==> config.mk <==
export PLATFORM = sky130hd
export DESIGN_NAME = out_requant_writer_flat
export DESIGN_NICKNAME = d
export VERILOG_FILES = /design/src/rtl/out_requant_writer_if.sv /design/src/rtl/out_requant_writer.sv /design/src/flat_wrapper.sv
export SDC_FILE = /design/constraint.sdc
export NUM_CORES = 2
export LEC_CHECK = 0
export ABC_CLOCK_PERIOD_IN_PS = 10730
export BUFFER_PORTS_ARGS = -buffer_cell sky130_fd_sc_hd__buf_2
export CORE_MARGIN = 2
export CORE_UTILIZATION = 54
export DETAILED_ROUTE_END_ITERATION = 12
export PLACE_DENSITY = 0.78
export RECOVER_POWER = 100
export SLEW_MARGIN = 10
export SYNTH_ARGS = -nofsm -noshare
export SYNTH_HDL_FRONTEND = slang
export SYNTH_SLANG_ARGS = --single-unit
==> constraint.sdc <==
create_clock -name clk -period 10.73 [get_ports clk]
set_input_delay 2.146 -clock clk [delete_from_list [all_inputs] [get_ports clk]]
set_output_delay 2.146 -clock clk [all_outputs]
set_load 0.005 [all_outputs]
==> src/rtl/out_requant_writer_if.sv <==
// Job control, array-result and buffer-write bundle for out_requant_writer.
// master drives jobs and array results; slave is the writer.
interface out_requant_writer_if #(
    parameter int num_pe_row         = 4,
    parameter int out_fr_array_width = 24,
    parameter int data_width_to_buff = 16,
    parameter int addr_width         = 13
);
    logic                                       start;
    logic [addr_width-1:0]                      base_addr;
    logic [addr_width:0]                        num_outputs;
    logic [3:0]                                 shift_amt;
    logic                                       array_out_valid;
    logic [num_pe_row*out_fr_array_width-1:0]   array_out_even_col;
    logic [num_pe_row*out_fr_array_width-1:0]   array_out_odd_col;
    logic [num_pe_row*data_width_to_buff-1:0]   buff_data_in_even;
    logic [num_pe_row*data_width_to_buff-1:0]   buff_data_in_odd;
    logic [num_pe_row-1:0]                      wEn_even_AH;
    logic [num_pe_row-1:0]                      wEn_odd_AH;
    logic [num_pe_row*addr_width-1:0]           wAddr_even;
    logic [num_pe_row*addr_width-1:0]           wAddr_odd;
    logic                                       busy;
    logic                                       done;
    logic [15:0]                                sat_count;

    modport master (
        output start, base_addr, num_outputs, shift_amt,
        output array_out_valid, array_out_even_col, array_out_odd_col,
        input  buff_data_in_even, buff_data_in_odd,
        input  wEn_even_AH, wEn_odd_AH, wAddr_even, wAddr_odd,
        input  busy, done, sat_count
    );

    modport slave (
        input  start, base_addr, num_outputs, shift_amt,
        input  array_out_valid, array_out_even_col, array_out_odd_col,
        output buff_data_in_even, buff_data_in_odd,
        output wEn_even_AH, wEn_odd_AH, wAddr_even, wAddr_odd,
        output busy, done, sat_count
    );
endinterface

==> src/rtl/out_requant_writer.sv <==
// Requantising writer: array results -> rounded/saturated buffer writes.
// Optional macro OUT_REQUANT_RELU_EN clamps every lane result at zero.
module out_requant_writer #(
    parameter int num_pe_row         = 4,
    parameter int out_fr_array_width = 24,
    parameter int data_width_to_buff = 16,
    parameter int nb_data            = 8192,
    parameter int addr_width         = $clog2(nb_data)
) (
    input  logic                  clk,
    input  logic                  rst_n,
    out_requant_writer_if.slave   bus
);
    localparam int R  = num_pe_row;
    localparam int OW = out_fr_array_width;
    localparam int DW = data_width_to_buff;
    localparam int AW = addr_width;

    localparam logic signed [OW:0] MAXV = {{(OW-DW+2){1'b0}}, {(DW-1){1'b1}}};
    localparam logic signed [OW:0] MINV = {{(OW-DW+2){1'b1}}, {(DW-1){1'b0}}};
    localparam logic [AW-1:0]      LAST = AW'(nb_data - 1);

    typedef enum logic [1:0] {IDLE, RUN, DRAIN} state_t;

    state_t            state;
    logic [AW:0]       num_q;
    logic [AW:0]       accepted;
    logic [3:0]        shift_q;
    logic [AW-1:0]     next_addr;
    logic              accept;

    logic              v1;
    logic [AW-1:0]     a1;
    logic [R*OW-1:0]   e1;
    logic [R*OW-1:0]   o1;

    logic [R*DW-1:0]   q_even;
    logic [R*DW-1:0]   q_odd;
    logic [16:0]       nsat;
    logic [16:0]       sat_sum;
    logic [15:0]       sat_next;
    logic [DW:0]       re;
    logic [DW:0]       ro;

    // Returns {saturated, value}; the rounding add has one guard bit.
    function automatic logic [DW:0] requant(
        input logic signed [OW-1:0] x,
        input logic [3:0]           s
    );
        logic signed [OW:0]   rc;
        logic signed [OW:0]   y;
        logic                 pos;
        logic                 neg;
        logic [DW-1:0]        r;
        rc = '0;
        if (s != 4'd0) rc[s - 4'd1] = 1'b1;
        y   = ($signed({x[OW-1], x}) + rc) >>> s;
        pos = (y > MAXV);
        neg = (y < MINV);
        r   = pos ? MAXV[DW-1:0] : (neg ? MINV[DW-1:0] : y[DW-1:0]);
`ifdef OUT_REQUANT_RELU_EN
        if (r[DW-1]) r = '0;
        neg = 1'b0;
`endif
        return {pos | neg, r};
    endfunction

    assign accept = (state == RUN) && bus.array_out_valid && (accepted < num_q);

    // Per-lane requant of the stage-1 beat and count of saturated lanes.
    always_comb begin
        q_even = '0;
        q_odd  = '0;
        nsat   = '0;
        re     = '0;
        ro     = '0;
        for (int r = 0; r < R; r++) begin
            re = requant(e1[r*OW +: OW], shift_q);
            ro = requant(o1[r*OW +: OW], shift_q);
            q_even[r*DW +: DW] = re[DW-1:0];
            q_odd[r*DW +: DW]  = ro[DW-1:0];
            nsat = nsat + {16'd0, re[DW]} + {16'd0, ro[DW]};
        end
        sat_sum  = {1'b0, bus.sat_count} + nsat;
        sat_next = sat_sum[16] ? 16'hFFFF : sat_sum[15:0];
    end

    // Job FSM: latch job parameters, count accepted beats, pulse done.
    always_ff @(posedge clk or negedge rst_n) begin
        if (!rst_n) begin
            state     <= IDLE;
            num_q     <= '0;
            accepted  <= '0;
            shift_q   <= '0;
            next_addr <= '0;
            bus.busy  <= 1'b0;
            bus.done  <= 1'b0;
        end else begin
            bus.done <= 1'b0;
            unique case (state)
                IDLE: begin
                    if (bus.start) begin
                        state     <= RUN;
                        bus.busy  <= 1'b1;
                        num_q     <= bus.num_outputs;
                        shift_q   <= bus.shift_amt;
                        accepted  <= '0;
                        next_addr <= bus.base_addr;
                    end
                end
                RUN: begin
                    if (accept) begin
                        accepted  <= accepted + 1'b1;
                        next_addr <= (next_addr == LAST) ? '0 : next_addr + 1'b1;
                    end
                    if (accepted == num_q) state <= DRAIN;
                end
                DRAIN: begin
                    if (!v1) begin
                        state    <= IDLE;
                        bus.busy <= 1'b0;
                        bus.done <= 1'b1;
                    end
                end
                default: state <= IDLE;
            endcase
        end
    end

    // Stage 1: capture an accepted beat with its write address.
    always_ff @(posedge clk or negedge rst_n) begin
        if (!rst_n) begin
            v1 <= 1'b0;
            a1 <= '0;
            e1 <= '0;
            o1 <= '0;
        end else begin
            v1 <= accept;
            if (accept) begin
                a1 <= next_addr;
                e1 <= bus.array_out_even_col;
                o1 <= bus.array_out_odd_col;
            end
        end
    end

    // Stage 2: register requantised data, enables, addresses, sat count.
    always_ff @(posedge clk or negedge rst_n) begin
        if (!rst_n) begin
            bus.wEn_even_AH       <= '0;
            bus.wEn_odd_AH        <= '0;
            bus.buff_data_in_even <= '0;
            bus.buff_data_in_odd  <= '0;
            bus.wAddr_even        <= '0;
            bus.wAddr_odd         <= '0;
            bus.sat_count         <= '0;
        end else begin
            bus.wEn_even_AH <= {R{v1}};
            bus.wEn_odd_AH  <= {R{v1}};
            if (v1) begin
                bus.buff_data_in_even <= q_even;
                bus.buff_data_in_odd  <= q_odd;
                bus.wAddr_even        <= {R{a1}};
                bus.wAddr_odd         <= {R{a1}};
            end
            if (state == IDLE && bus.start) bus.sat_count <= '0;
            else if (v1)                    bus.sat_count <= sat_next;
        end
    end
endmodule

==> src/flat_wrapper.sv <==
// flat-port wrapper written by rule: the top's interface ports become plain ports
module out_requant_writer_flat 
#(
    parameter int num_pe_row         = 4,
    parameter int out_fr_array_width = 24,
    parameter int data_width_to_buff = 16,
    parameter int nb_data            = 8192,
    parameter int addr_width         = $clog2(nb_data)
)
  (clk, rst_n, bus_start, bus_base_addr, bus_num_outputs, bus_shift_amt, bus_array_out_valid, bus_array_out_even_col, bus_array_out_odd_col, bus_buff_data_in_even, bus_buff_data_in_odd, bus_wEn_even_AH, bus_wEn_odd_AH, bus_wAddr_even, bus_wAddr_odd, bus_busy, bus_done, bus_sat_count);
  out_requant_writer_if #(.num_pe_row(num_pe_row), .out_fr_array_width(out_fr_array_width), .data_width_to_buff(data_width_to_buff), .addr_width(addr_width)) bus_i ();
  input  logic clk;
  input  logic rst_n;
  input wire logic [$bits(bus_i.start)-1:0] bus_start;
  input wire logic [$bits(bus_i.base_addr)-1:0] bus_base_addr;
  input wire logic [$bits(bus_i.num_outputs)-1:0] bus_num_outputs;
  input wire logic [$bits(bus_i.shift_amt)-1:0] bus_shift_amt;
  input wire logic [$bits(bus_i.array_out_valid)-1:0] bus_array_out_valid;
  input wire logic [$bits(bus_i.array_out_even_col)-1:0] bus_array_out_even_col;
  input wire logic [$bits(bus_i.array_out_odd_col)-1:0] bus_array_out_odd_col;
  output wire logic [$bits(bus_i.buff_data_in_even)-1:0] bus_buff_data_in_even;
  output wire logic [$bits(bus_i.buff_data_in_odd)-1:0] bus_buff_data_in_odd;
  output wire logic [$bits(bus_i.wEn_even_AH)-1:0] bus_wEn_even_AH;
  output wire logic [$bits(bus_i.wEn_odd_AH)-1:0] bus_wEn_odd_AH;
  output wire logic [$bits(bus_i.wAddr_even)-1:0] bus_wAddr_even;
  output wire logic [$bits(bus_i.wAddr_odd)-1:0] bus_wAddr_odd;
  output wire logic [$bits(bus_i.busy)-1:0] bus_busy;
  output wire logic [$bits(bus_i.done)-1:0] bus_done;
  output wire logic [$bits(bus_i.sat_count)-1:0] bus_sat_count;
  assign bus_i.start = bus_start;
  assign bus_i.base_addr = bus_base_addr;
  assign bus_i.num_outputs = bus_num_outputs;
  assign bus_i.shift_amt = bus_shift_amt;
  assign bus_i.array_out_valid = bus_array_out_valid;
  assign bus_i.array_out_even_col = bus_array_out_even_col;
  assign bus_i.array_out_odd_col = bus_array_out_odd_col;
  assign bus_buff_data_in_even = bus_i.buff_data_in_even;
  assign bus_buff_data_in_odd = bus_i.buff_data_in_odd;
  assign bus_wEn_even_AH = bus_i.wEn_even_AH;
  assign bus_wEn_odd_AH = bus_i.wEn_odd_AH;
  assign bus_wAddr_even = bus_i.wAddr_even;
  assign bus_wAddr_odd = bus_i.wAddr_odd;
  assign bus_busy = bus_i.busy;
  assign bus_done = bus_i.done;
  assign bus_sat_count = bus_i.sat_count;
  out_requant_writer #(.num_pe_row(num_pe_row), .out_fr_array_width(out_fr_array_width), .data_width_to_buff(data_width_to_buff), .nb_data(nb_data), .addr_width(addr_width)) u_core (.clk(clk), .rst_n(rst_n), .bus(bus_i));
endmodule
-- Yosys cells after proc, flatten, opt, wreduce, memory -nomap -nowiden
Index checks and enable logic that the tools add are counted.
W data, S select, Z words.
- bits in registers: 452
- bits of input ports: 227
- output and inout bits: 258
- word-level logic and storage cells: 129
- add/subtract/negate cells: 19
- $lt $le $gt $ge: 19
- equal/unequal tests: 8
- shift operators: 8
- mux-type cells: 38
- bitwise gates (word level): 8
- reductions and logical operators: 13
- operator list (kind ; number):
    $mux W16 ; 20
    $add A24 B17 Y25 ; 8
    $gt A25 B16 Y1 const B ; 8
    $lt A25 B16 Y1 const B ; 8
    $sshr A25 B4 Y25 ; 8
    $add A17 B1 Y17 ; 6
    $mux W13 ; 3
    $mux W14 ; 2
    $pmux W14 S2 ; 1
    $pmux W13 S2 ; 1
    $add A16 B17 Y17 ; 1
    $add A14 B1 Y14 const B ; 1
    $eq A14 B14 Y1 ; 1
    $lt A14 B14 Y1 ; 1
    $add A13 B1 Y13 const B ; 1
    $eq A13 B13 Y1 const B ; 1
    $reduce_and A3 Y1 ; 3
    $or A1 B1 Y1 ; 8
    $lt A4 B6 Y1 const B ; 1
    $mux W2 ; 3
    $ne A2 B2 Y1 const B ; 3
    $pmux W2 S3 ; 1
    $reduce_bool A2 Y1 ; 3
    $mux W1 ; 5
    12 further kinds ; 15

-- Logic depth before layout (Yosys ltp)
- word-level depth: 21
- gate-level depth with buffers: 44
- depth with buffers taken out: 35

-- Least setup slack after synthesis
Ideal clock, no wire load.
- path type: register to register
- from: reg u_core.shift_q[2]
- to: reg u_core.bus.sat_count[13]
- data arrival time: 9.841 ns
- data required time: 10.598 ns
- slack: 0.757 ns
- stages on the path, launching flop included: 45
- buffers on the path: 11
- period minus slack after synthesis: 9.973 ns
- path through: dfrtp_1 > buf_4 > buf_2 > buf_2 > buf_1 > clkbuf_1 > buf_1 > clkbuf_1 > clkbuf_1 > nand2_1 > nor2_1 > ha_1 > clkbuf_1 > and3_1 > clkbuf_1 > o21ai_0 > a21boi_1 > o21ai_0 > [9 not listed] > fa_1 > inv_1 > fa_1 > fa_1 > inv_1 > ha_1 > fa_1 > a21oi_1 > nor2_1 > nor2_1 > inv_1 > a21oi_1 > and3b_1 > nand3_1 > clkbuf_1 > nand2_1 > mux2i_1 > nor2_1
- longest elaborated chain between the ends: 21
- ends and longest elaborated chain (element ; line ; RTL):
    from (decl) ; out_requant_writer.sv:28 ; logic [3:0] shift_q;
    from (signal assigned) ; out_requant_writer.sv:106 ; shift_q <= bus.shift_amt;
    $sub A4 B1 Y4 ; out_requant_writer.sv:56 ; if (s != 4'd0) rc[s - 4'd1] = 1'b1;
    $lt A4 B6 Y1 (not written as such) or $ge A4 B1 Y1 (tied branches) ; out_requant_writer.sv:56 ;
    $logic_and A1 B1 Y1 (not written as such) ; out_requant_writer.sv:56 ;
    $mux W1 (not written as such) ; out_requant_writer.sv:56 ;
    $demux W1 S4 ; - ;
    $mux W16 ; out_requant_writer.sv:56 ;
    $add A24 B17 Y25 ; out_requant_writer.sv:57 ; y = ($signed({x[OW-1], x}) + rc) >>> s;
    $sshr A25 B4 Y25 ; out_requant_writer.sv:57 ;
    $gt A25 B16 Y1 or $lt A25 B16 Y1 (tied branches) ; out_requant_writer.sv:58, out_requant_writer.sv:59 ;
    $or A1 B1 Y1 ; out_requant_writer.sv:65 ; return {pos | neg, r};
    $add A1 B1 Y2 ; out_requant_writer.sv:82 ; nsat = nsat + {16'd0, re[DW]} + {16'd0, ro[DW]};
    $add A17 B1 Y17 (5 in series) ; out_requant_writer.sv:82 ;
    $add A17 B1 Y17 * ; out_requant_writer.sv:82 ;
    $add A16 B17 Y17 * ; out_requant_writer.sv:84 ; sat_sum = {1'b0, bus.sat_count} + nsat;
    $mux W16 * ; out_requant_writer.sv:85 ; sat_next = sat_sum[16] ? 16'hFFFF : sat_sum[15:0];
    $mux W16 * ; out_requant_writer.sv:167 ; else if (v1) bus.sat_count <= sat_next;
    $mux W16 * ; out_requant_writer.sv:166 ; if (state == IDLE && bus.start) bus.sat_count <= '0;
    to (signal assigned) ; out_requant_writer.sv:167 ;
    to (decl) ; out_requant_writer_if.sv:39 ; output busy, done, sat_count
Mark *: on every way between the ends. The rest lies on a longest branch, timed or not. The select of a mux whose other input is x is not followed.
A chain may end at the register's enable or synchronous reset.

-- Worst setup path in the final report
- from: reg u_core.shift_q[2]
- to: reg u_core.bus.sat_count[7]
The elaborated chain is that of the path after synthesis.

==> impl_results.html <==
<table>
<tr><th>Metric</th><th>Value</th></tr>
<tr><th colspan="2">Floorplan</th></tr>
<tr><td>Die span in x</td><td>between 200 and 300 um</td></tr>
<tr><td>Floorplan core area</td><td>about 70,000 sq um</td></tr>
<tr><td>Die Area</td><td>72,200 sq um</td></tr>
<tr><td>Initial Utilization</td><td>0.543</td></tr>
<tr><td>I/O pin count</td><td>~490</td></tr>
<tr><td>Die outline height</td><td>around 270 um</td></tr>
<tr><td>Site Rows</td><td>97</td></tr>
<tr><th colspan="2">Synth</th></tr>
<tr><td>Synth top area cells</td><td>sky130_fd_sc_hd__dfrtp_1, sky130_fd_sc_hd__mux2_2, sky130_fd_sc_hd__nand2_1</td></tr>
<tr><td>Share of flip-flops with an asynchronous set or reset after synthesis</td><td>1.00</td></tr>
<tr><td>Main synth FF type</td><td>sky130_fd_sc_hd__dfrtp_1</td></tr>
<tr><td>Number of distinct standard cells referenced by the synthesized netlist</td><td>approximately 120</td></tr>
<tr><td>Leading cell type by number of instances after synthesis</td><td>sky130_fd_sc_hd__nand2_1</td></tr>
<tr><td>Post-synthesis simple-gate area fraction</td><td>0.177</td></tr>
<tr><td>Largest family of logic cells by synthesized area</td><td>compound AO/OA/AOI/OAI gates</td></tr>
<tr><td>Compound-Gate Fraction of Synth Area</td><td>0.250</td></tr>
<tr><td>Leading cell types by count after synthesis</td><td>sky130_fd_sc_hd__nand2_1, sky130_fd_sc_hd__nor2_1, sky130_fd_sc_hd__dfrtp_1, sky130_fd_sc_hd__a21oi_1, sky130_fd_sc_hd__mux2_2</td></tr>
<tr><td>Yosys warning total</td><td>0</td></tr>
<tr><td>Leading area contributor after synthesis</td><td>sky130_fd_sc_hd__dfrtp_1</td></tr>
<tr><td>Number of flops mapped to enable cells by yosys</td><td>0</td></tr>
<tr><td>Synthesized instance count</td><td>roughly 4,600</td></tr>
<tr><td>Post-Synthesis Cell Area</td><td>37,800 sq um</td></tr>
<tr><td>Synth Area in XOR/XNOR</td><td>0.0525</td></tr>
<tr><td>Register bit count reported by yosys</td><td>413</td></tr>
<tr><td>Adder-cell share of the synthesized area</td><td>0.0431</td></tr>
<tr><td>Sequential-to-total area share from yosys stat</td><td>0.273</td></tr>
<tr><td>Share of the synthesized area in the top cell type</td><td>0.273</td></tr>
<tr><td>Share of cell area taken by muxes after synthesis</td><td>0.134</td></tr>
<tr><td>Mean Syn Cell Area</td><td>~8.3 sq um</td></tr>
<tr><th colspan="2">Detailed routing</th></tr>
<tr><td>Number of DRC markers after the initial detailed-route iteration</td><td>between 5,000 and 6,000</td></tr>
<tr><td>Post-DRT Antenna Nets</td><td>0</td></tr>
<tr><td>Post-DR wirelength/cell</td><td>27.0 um</td></tr>
<tr><td>Detailed-route DRC error count</td><td>0</td></tr>
<tr><td>Iteration count of the initial detailed-routing pass</td><td>9</td></tr>
<tr><td>Vias per Instance</td><td>roughly 6.7</td></tr>
<tr><td>Vias after detailed routing</td><td>a little under 40,000</td></tr>
<tr><td>Final Routed Wirelength</td><td>156,000 um</td></tr>
<tr><th colspan="2">Cells and area</th></tr>
<tr><td>Sequential cell area</td><td>approximately 10,000 sq um</td></tr>
<tr><td>Layout Nets</td><td>slightly above 5,000</td></tr>
<tr><td>Layout cells sized above 1</td><td>0.176</td></tr>
<tr><td>Filler-free cell count of the finished design</td><td>a little under 6,000</td></tr>
<tr><td>Syn-to-layout area delta</td><td>9.68%</td></tr>
<tr><td>Count of filler cells inserted in the layout</td><td>approximately 6,500</td></tr>
<tr><td>Area used by multi-input combinational logic</td><td>around 25,000 sq um</td></tr>
<tr><th colspan="2">Timing</th></tr>
<tr><td>Count of pins over their slew limit</td><td>between 700 and 800</td></tr>
<tr><td>Relative slew slack</td><td>-1.77</td></tr>
<tr><td>Crit path time final</td><td>~10,000 ps</td></tr>
<tr><td>Final period utilization</td><td>0.936</td></tr>
<tr><td>Endpoints failing setup</td><td>0</td></tr>
<tr><td>Unrepaired setup endpoints after global routing</td><td>false</td></tr>
<tr><td>Least-Margin Pin Slew</td><td>roughly 4200 ps</td></tr>
<tr><td>Peak Freq</td><td>99.6 MHz</td></tr>
<tr><td>Minimum setup slack in the final design</td><td>approximately 690 ps</td></tr>
<tr><td>Maximum clock skew at final layout</td><td>slightly above 40 ps</td></tr>
<tr><td>Total negative slack for setup checks</td><td>0 ps</td></tr>
<tr><td>Hold slack final</td><td>488 ps</td></tr>
<tr><td>Number of endpoints with negative hold slack in the final report</td><td>0</td></tr>
<tr><th colspan="2">CTS</th></tr>
<tr><td>CTS tree</td><td>done</td></tr>
<tr><td>Clock sink count</td><td>roughly 410</td></tr>
<tr><td>Clock insertion delay at the later pin of the skew report</td><td>approximately 660 ps</td></tr>
<tr><td>Number of buffers inserted by post-CTS setup repair</td><td>0</td></tr>
<tr><td>Clk buf depth</td><td>3</td></tr>
<tr><td>H-tree Lvls</td><td>2</td></tr>
<tr><td>CTS root buffer</td><td>sky130_fd_sc_hd__clkbuf_16</td></tr>
<tr><td>Count of hold buffers inserted by post-cts repair</td><td>0</td></tr>
<tr><td>Cts bufs inserted</td><td>46</td></tr>
<tr><td>Clock transition at the registers of the reported paths</td><td>60 ps</td></tr>
<tr><td>Cells resized by post-CTS repair</td><td>0</td></tr>
<tr><th colspan="2">GRT</th></tr>
<tr><td>Aggregate global routing overflow</td><td>0</td></tr>
<tr><td>First-pass GRT wire length</td><td>roughly 230,000 um</td></tr>
<tr><td>Pin count of the biggest net entering global routing</td><td>~150</td></tr>
<tr><td>Total routing resource utilization after global routing</td><td>0.418</td></tr>
<tr><td>Number of global-route vias before repair</td><td>34,500</td></tr>
<tr><td>Initial antenna violation count</td><td>5</td></tr>
<tr><th colspan="2">Worst hold path</th></tr>
<tr><td>Path type of the worst min-delay path</td><td>flop to flop</td></tr>
<tr><th colspan="2">Run status</th></tr>
<tr><td>Failing checks</td><td>capacitance limit, slew limit</td></tr>
<tr><td>Outcome</td><td>finished with violations</td></tr>
<tr><th colspan="2">Critical path</th></tr>
<tr><td>Most prevalent standard cell on the critical path</td><td>sky130_fd_sc_hd__fa_1</td></tr>
<tr><td>Worst endpoint required time</td><td>11,080 ps</td></tr>
<tr><td>Worst setup SP type</td><td>flop</td></tr>
<tr><td>Family of cells with the greatest summed delay on the critical path</td><td>simple AND/OR/NAND/NOR gates</td></tr>
<tr><td>Startpoint-to-endpoint class of the critical path</td><td>flop to flop</td></tr>
<tr><td>Endpoint class of the critical path</td><td>flop</td></tr>
<tr><td>Crit path max fanout</td><td>26</td></tr>
<tr><td>Cell with the largest stage delay on the worst path</td><td>sky130_fd_sc_hd__nor2_1</td></tr>
<tr><td>Stage delay of the slowest cell on the critical path</td><td>640 ps</td></tr>
<tr><td>Worst path arrival time</td><td>10,390 ps</td></tr>
<tr><td>Buffering stage count on the worst path with inverters included</td><td>6</td></tr>
<tr><th colspan="2">Placed design</th></tr>
<tr><td>IO Port Bufs</td><td>~480</td></tr>
<tr><td>Final weighted congestion in routability-driven placement</td><td>around 1.1</td></tr>
<tr><td>Inst Count DP</td><td>around 5,700</td></tr>
<tr><td>Worst setup slack after placement</td><td>between 1000 and 1500 ps</td></tr>
<tr><td>Post-DP HPWL</td><td>120,000 um</td></tr>
<tr><th colspan="2">Job</th></tr>
<tr><td>Max-cap check violation count</td><td>11</td></tr>
<tr><th colspan="2">Power</th></tr>
<tr><td>Static power due to leakage</td><td>between 15 and 20 nW</td></tr>
<tr><td>Power per unit of standard cell area</td><td>128 nW/um^2</td></tr>
<tr><td>Worst IR drop on VDD</td><td>approximately 130 uV</td></tr>
</table>
## report_power, final
part | switching, mW | internal, mW | leakage (nW)
Clock | 0.726 | 0.951 | 0.764
Sequential | 0.266 | 1.76 | 4.81
Combinational | 0.962 | 0.658 | 11.8
## cell usage in the layout, fill, tap and decap left out, types with 111 or more instances in the layout
master / count
sky130_fd_sc_hd__a21oi_1: 307
sky130_fd_sc_hd__ha_1: 119
sky130_fd_sc_hd__dfrtp_1: 409
sky130_fd_sc_hd__buf_2: 273
sky130_fd_sc_hd__nand2_1: 437
sky130_fd_sc_hd__nor2_1: 416
sky130_fd_sc_hd__o21ai_0: 281
sky130_fd_sc_hd__xnor2_1: 136
sky130_fd_sc_hd__mux2_2: 279
sky130_fd_sc_hd__mux2i_1: 132
sky130_fd_sc_hd__inv_1: 121
sky130_fd_sc_hd__nand3_1: 112
sky130_fd_sc_hd__buf_4: 111
sky130_fd_sc_hd__clkbuf_1: 228
## metal layers
metal  vias to the layer above  track usage  wire, um
li1                      17300            -         -
met2                      2599        0.572     61400
met5                         -            0        41
met4                         6        0.163      7370
met3                       396        0.128     21000
met1                     18500        0.608     66100
## logic make-up after synthesis
group,Yosys count
buffers and inverters,573
adder cells (fa/ha/maj),128
other,1
flip-flops,413
multiplexers,439
AND/OR/NAND/NOR,1413
XOR/XNOR,226
AO/OA/AOI/OAI,1385
## area by class of cell
class / count / area share
diodes: 2 / 0.000121
clock buffers: 65 / 0.0319
clock inverters: 20 / 0.00679
inverters: 131 / 0.0122
multi-input cells: 3599 / 0.598
flip-flops and latches: 413 / 0.250
well taps: 940 / 0.0284
repair buffers: 606 / 0.0732
## tightest hold or removal path: cells and delay by family, from the launching register on
family / cells / cell delay (ps)
and+or+nand+nor: 1 / 50
AOI/OAI and AO/OA: 1 / 60
DFF: 1 / 340
## registers in the layout, indices dropped and copies added, names as in the netlist, 2 cells and up
name	cells
u_core.accepted	14
u_core.bus.sat_count	16
u_core.e1	96
u_core.bus.buff_data_in_odd	64
u_core.o1	96
u_core.bus.buff_data_in_even	64
u_core.state	2
u_core.shift_q	4
u_core.a1	13
u_core.num_q	14
u_core.bus.wAddr_even	13
u_core.next_addr	13
## per-stage QoR
stage          power, mW  area [sq um]  utilization
2_1_floorplan       3.07         37800            -
3_3_place_gp        3.62         40300        0.578
3_5_place_dp        3.64         40300        0.578
4_1_cts             5.31         41900        0.601
5_1_grt             5.56         41500        0.595
6_report            5.33         41500        0.595
## final timing paths
kind / startpoint / end / slack, ps / depth (start not counted)
min: u_core.bus.buff_data_in_even[47]$_DFFE_PN0P_ / u_core.bus.buff_data_in_even[47]$_DFFE_PN0P_ / 490 / 2
max: u_core.shift_q[2]$_DFFE_PN0P_ / u_core.bus.sat_count[7]$_DFFE_PN0P_ / 690 / 33
max in group asynchronous: rst_n / u_core.num_q[4]$_DFFE_PN0P_ / 2290 / 2
min reg2reg: u_core.bus.buff_data_in_even[47]$_DFFE_PN0P_ / u_core.bus.buff_data_in_even[47]$_DFFE_PN0P_ / 490 / 2
max reg2reg: u_core.shift_q[2]$_DFFE_PN0P_ / u_core.bus.sat_count[7]$_DFFE_PN0P_ / 690 / 33
min in group asynchronous: rst_n / u_core.e1[84]$_DFFE_PN0P_ / 2950 / 1
(Power assumes the default switching activity.)
